**src/rtl/dice_pkg.sv**
```systemverilog
// Shared types and constants for the dice_roller block and its LFSR.
package dice_pkg;

  typedef enum logic [1:0] {
    IDLE = 2'd0,
    ROLL = 2'd1,
    HOLD = 2'd2
  } state_e;

  localparam logic [2:0] DIE_MIN  = 3'd1;
  localparam logic [2:0] DIE_MAX  = 3'd6;
  localparam logic [2:0] DIE_NONE = 3'd0;
  localparam int         LFSR_W   = 16;

  // Feedback taps at bits 15, 13, 12 and 10 (x^16 + x^14 + x^13 + x^11 + 1)
  localparam logic [LFSR_W-1:0] LFSR_TAPS = 16'hB400;

  // The low three LFSR bits form one candidate die draw
  function automatic logic [2:0] lfsrDraw(input logic [LFSR_W-1:0] s);
    return s[2:0];
  endfunction

  // True when a draw lands on a real die face (1..6)
  function automatic logic isFace(input logic [2:0] d);
    return (d >= DIE_MIN) && (d <= DIE_MAX);
  endfunction

endpackage

```
**src/rtl/dice_roller_lfsr16.sv**
```systemverilog
// Free-running 16-bit Fibonacci LFSR; an all-zero seed is replaced by 1
// so the register can never start in the lock-up state.
module lfsr16
  import dice_pkg::*;
#(
  parameter logic [LFSR_W-1:0] SEED = 16'hACE1
) (
  input  logic              clk,
  input  logic              reset,
  output logic [LFSR_W-1:0] state_o
);

  localparam logic [LFSR_W-1:0] SEED_FIXED =
    (SEED == '0) ? {{(LFSR_W-1){1'b0}}, 1'b1} : SEED;

  logic [LFSR_W-1:0] state_q;
  logic [LFSR_W-1:0] state_d;

  // Shift left by one, inserting the XOR of the tapped bits
  always_comb begin
    state_d = {state_q[LFSR_W-2:0], ^(state_q & LFSR_TAPS)};
  end

  // Always enabled: the sequence advances every clock out of reset
  always_ff @(posedge clk or negedge reset) begin
    if (!reset) begin
      state_q <= SEED_FIXED;
    end else begin
      state_q <= state_d;
    end
  end

  assign state_o = state_q;

endmodule

```
**src/rtl/dice_roller.sv**
```systemverilog
// Automated dice source feeding one die value per turn over valid/ready.
// Rejection-samples the LFSR low bits into 1..6 with a bounded retry count,
// tracks which player owns the roll and stops rolling once the game is over.
// Optional: define DICE_EXTRA_TURN_EN so a six grants the same player
// another turn (at most two bonus turns in a row).
module dice_roller
  import dice_pkg::*;
#(
  parameter logic [LFSR_W-1:0] SEED     = 16'hACE1,
  parameter int                MAX_SPIN = 8
) (
  input  logic       clk,
  input  logic       reset,
  input  logic       roll_req,
  input  logic       game_over,
  input  logic       dice_ready,
  output logic [2:0] dice_val,
  output logic       dice_valid,
  output logic       player,
  output logic       busy,
  output logic [7:0] roll_count
);

  localparam logic [7:0] SPIN_LIMIT = 8'(MAX_SPIN);

  logic [LFSR_W-1:0] lfsrState;
  logic [2:0]        draw;

  state_e     state_q,     state_d;
  logic [2:0] diceVal_q,   diceVal_d;
  logic       diceValid_q, diceValid_d;
  logic       player_q,    player_d;
  logic       busy_q,      busy_d;
  logic [7:0] rollCount_q, rollCount_d;
  logic [7:0] spinCnt_q,   spinCnt_d;
  logic [7:0] spinNext;
`ifdef DICE_EXTRA_TURN_EN
  logic [1:0] sixRun_q,    sixRun_d;
`endif

  lfsr16 #(
    .SEED(SEED)
  ) u_lfsr (
    .clk    (clk),
    .reset  (reset),
    .state_o(lfsrState)
  );

  assign draw     = lfsrDraw(lfsrState);
  assign spinNext = spinCnt_q + 8'd1;

  // Next-state logic for the roll FSM, the turn owner and the counters
  always_comb begin
    state_d     = state_q;
    diceVal_d   = diceVal_q;
    diceValid_d = diceValid_q;
    player_d    = player_q;
    rollCount_d = rollCount_q;
    spinCnt_d   = spinCnt_q;
`ifdef DICE_EXTRA_TURN_EN
    sixRun_d    = sixRun_q;
`endif
    case (state_q)
      IDLE: begin
        if (roll_req && !game_over) begin
          state_d   = ROLL;
          spinCnt_d = '0;
        end
      end
      ROLL: begin
        if (isFace(draw)) begin
          diceVal_d   = draw;
          diceValid_d = 1'b1;
          state_d     = HOLD;
        end else begin
          spinCnt_d = spinNext;
          if (spinNext >= SPIN_LIMIT) begin
            diceVal_d   = DIE_MIN;
            diceValid_d = 1'b1;
            state_d     = HOLD;
          end
        end
      end
      HOLD: begin
        if (diceValid_q && dice_ready) begin
          diceValid_d = 1'b0;
          diceVal_d   = DIE_NONE;
          rollCount_d = rollCount_q + 8'd1;
          state_d     = IDLE;
`ifdef DICE_EXTRA_TURN_EN
          if ((diceVal_q == DIE_MAX) && (sixRun_q != 2'd2)) begin
            sixRun_d = sixRun_q + 2'd1;
          end else begin
            player_d = ~player_q;
            sixRun_d = '0;
          end
`else
          player_d = ~player_q;
`endif
        end
      end
      default: begin
        state_d = IDLE;
      end
    endcase
    busy_d = (state_d != IDLE);
  end

  // Register the FSM state together with every output it drives
  always_ff @(posedge clk or negedge reset) begin
    if (!reset) begin
      state_q     <= IDLE;
      diceVal_q   <= DIE_NONE;
      diceValid_q <= 1'b0;
      player_q    <= 1'b0;
      busy_q      <= 1'b0;
      rollCount_q <= '0;
      spinCnt_q   <= '0;
`ifdef DICE_EXTRA_TURN_EN
      sixRun_q    <= '0;
`endif
    end else begin
      state_q     <= state_d;
      diceVal_q   <= diceVal_d;
      diceValid_q <= diceValid_d;
      player_q    <= player_d;
      busy_q      <= busy_d;
      rollCount_q <= rollCount_d;
      spinCnt_q   <= spinCnt_d;
`ifdef DICE_EXTRA_TURN_EN
      sixRun_q    <= sixRun_d;
`endif
    end
  end

  assign dice_val   = diceVal_q;
  assign dice_valid = diceValid_q;
  assign player     = player_q;
  assign busy       = busy_q;
  assign roll_count = rollCount_q;

endmodule
```
**config.mk**
```make
export PLATFORM = sky130hd
export DESIGN_NAME = dice_roller
export DESIGN_NICKNAME = d
export VERILOG_FILES = /design/src/rtl/dice_pkg.sv /design/src/rtl/dice_roller_lfsr16.sv /design/src/rtl/dice_roller.sv
export SDC_FILE = /design/constraint.sdc
export NUM_CORES = 1
export LEC_CHECK = 0
export ABC_AREA = 1
export CAP_MARGIN = 15
export CORE_UTILIZATION = 54
export DETAILED_ROUTE_END_ITERATION = 12
export PLACE_DENSITY_LB_ADDON = 0.05
export RECOVER_POWER = 25
export SYNTH_ARGS = -nofsm -noshare
export SYNTH_HDL_FRONTEND = slang
export SYNTH_HIERARCHICAL = 1
export SYNTH_SLANG_ARGS = --single-unit
```
**constraint.sdc**
```tcl
create_clock -name clk -period 2 [get_ports clk]
set_input_delay 0.3 -clock clk [delete_from_list [all_inputs] [get_ports clk]]
set_output_delay 0.3 -clock clk [all_outputs]
set_load 0.02 [all_outputs]
```
==> run_results.csv <==
group,metric,value,unit
finish,syn_to_final_growth,15.8,%
setup_path,cpPeakStageDelay,630,ps
placed_design,portBuffers,18,
sta,worst_pin_slew,958,ps
setup_path,end_kind,"output pin",
clock_tree,post_cts_buffers,0,
clock_tree,path_clk_slew,130,ps
power_and_ir_drop,switching_share,35.3,%
global_routing,grt_max_degree,41,
setup_path,critPathRequiredTime,1700,ps
finish,layout_common_cells,"nand2_1, inv_1, dfrtp_1, clkdlybuf4s50_1, nand3_1",
setup_path,criticalPathCategory,"register to output pin",
setup_path,arrival,1430,ps
sta,rsz0062_at_grt,"false",
floorplanning,core,3150,sq um
clock_tree,tritoncts,"built",
power_and_ir_drop,p_per_area,1070,nW/um^2
global_routing,overflow,0,
sta,maxSlewViolCount,0,
detailed_routing,drc,0,
floorplanning,die_h,60.4,um
setup_path,cp-start-kind,"register",
outcome,status,"complete, no violations",
detailed_routing,drtIter0Drc,37,
detailed_routing,drt_first_pass_iters,4,
power_and_ir_drop,p_int,0.00147,W
finish,final_cells,265,
placed_design,dpl.cell_count,257,
logic_synthesis,synth.net_count,209,
job,max-cap-violations,0,
clock_tree,hold_buffers,0,
setup_path,crit_family,"buffers and inverters",
floorplanning,die_x,60.4,um
setup_path,path_cells,"clkdlybuf4s50_1",
setup_path,reg2reg_slack,360,ps
power_and_ir_drop,p_sw,0.000802,W
min_path,hold_class,"primary input to async pin",
sta,setup_viol,0,
floorplanning,io_pins,19,
finish,final_nets,231,
floorplanning,start_util,58.4,%
global_routing,grt_pass1_vias,1272,
finish,final_common_cell,"nand2_1",
sta,fmax,578,MHz
global_routing,grt_usage,21.1,%
clock_tree,clk_latency,360,ps
placed_design,place.gp.congestion,0.821,
detailed_routing,routed_wl,3.19,mm
clock_tree,numCtsBuffers,5,
power_and_ir_drop,irDropWorstVdd,0.000599,V
setup_path,cp_max_fo,4,
power_and_ir_drop,pwr-share-comb,31.2,%
global_routing,grt_pass1_wl,5.53,mm
detailed_routing,vias_per_cell,4.91,
power_and_ir_drop,pwr-share-clk,24.5,%
global_routing,antenna_found_initial,0,
finish,antenna_cells_inserted,0,
floorplanning,dieArea,3650,sq um
finish,drive_gt1_share,13.6,%
sta,period_needed,1730,ps
sta,maxSlewHeadroom,36.1,%
clock_tree,cts_root_buffer,"clkbuf_4",
sta,timing.final.crit_share,86.5,%
setup_path,cp_slowest_cell,"clkdlybuf4s50_1",
clock_tree,cts_buffer_depth,2,
logic_synthesis,postSynthAreaPerCell,9.30,sq um
clock_tree,cts_sinks,40,
placed_design,dp_hpwl,2.26,mm
detailed_routing,wl_per_cell,12.1,um
floorplanning,rows,20,
detailed_routing,ant_nets,0,
detailed_routing,vias,1300,
power_and_ir_drop,power_frac_seq,44.3,%
setup_path,cp_num_buf_inv,1,
power_and_ir_drop,p_leak,1.05,nW
clock_tree,htreeDepth,2,
logic_synthesis,netlist_area,1840,sq um
clock_tree,post_cts_resize_count,0,
sta,hold_viol_final,0,
sta,skew,12.4,ps
logic_synthesis,synth_warnings,6,
power_and_ir_drop,finalPower,0.00228,W
sta,final.setup.tns,0,ps
logic_synthesis,syn_inst,198,
## layer usage
layer	global-route usage, %	wire, um	vias to the layer above
met3	6.82	119	7
li1	-	-	656
met1	28.6	1520	614
met4	7.97	53	0
met2	31.9	1500	23
met5	0	0	-
## worst paths after layout
path,from,end,cells after the start
max,roll_count[5],roll_count[5],1
min,reset,u_lfsr/state_o[12],1
max reg2reg,spinCnt_q[1],dice_val[0],8
min reg2reg,u_lfsr/state_o[3],u_lfsr/state_o[4],0
max in group asynchronous,reset,busy,1
min in group clk,u_lfsr/state_o[3],u_lfsr/state_o[4],0
## flip-flops by register name (all words and copies together), names as in the netlist
register and count:
u_lfsr/state_o 16, roll_count 8, player 1, dice_val 3, dice_valid 1, spinCnt_q 8
busy 1, state_q 2
## power groups by stage
stage	logic (W)	clock network (W)	registers, W
2_1_floorplan	0.000386	0	0.00109
3_3_place_gp	0.000691	0	0.00102
3_5_place_dp	0.000711	0	0.00102
4_1_cts	0.000717	0.000574	0.00101
5_1_grt	0.000795	0.000600	0.00102
6_report	0.000711	0.000558	0.00101
## layout make-up
class	instances	area [sq um]
Fill cell	291	1020
Multi-Input combinational cell	121	681
Tap cell	44	55.1
Clock inverter	3	46.3
Sequential cell	40	1010
Clock buffer	5	37.5
Inverter	34	128
Timing Repair Buffer	18	175
## stage by stage
step / hold slack [ps] / area, sq um / util [%] / setup WS [ps]
5_1_grt: 127 / 2130 / 67.7 / 207
6_report: 61.0 / 2130 / 67.7 / 270
4_1_cts: 47.3 / 2130 / 67.7 / 257
3_3_place_gp: 335 / 2050 / 65.0 / 418
3_5_place_dp: 339 / 2050 / 65.0 / 378
2_1_floorplan: 4.41 / 1840 / - / 581
No activity file was read; power rests on OpenSTA's default activity.
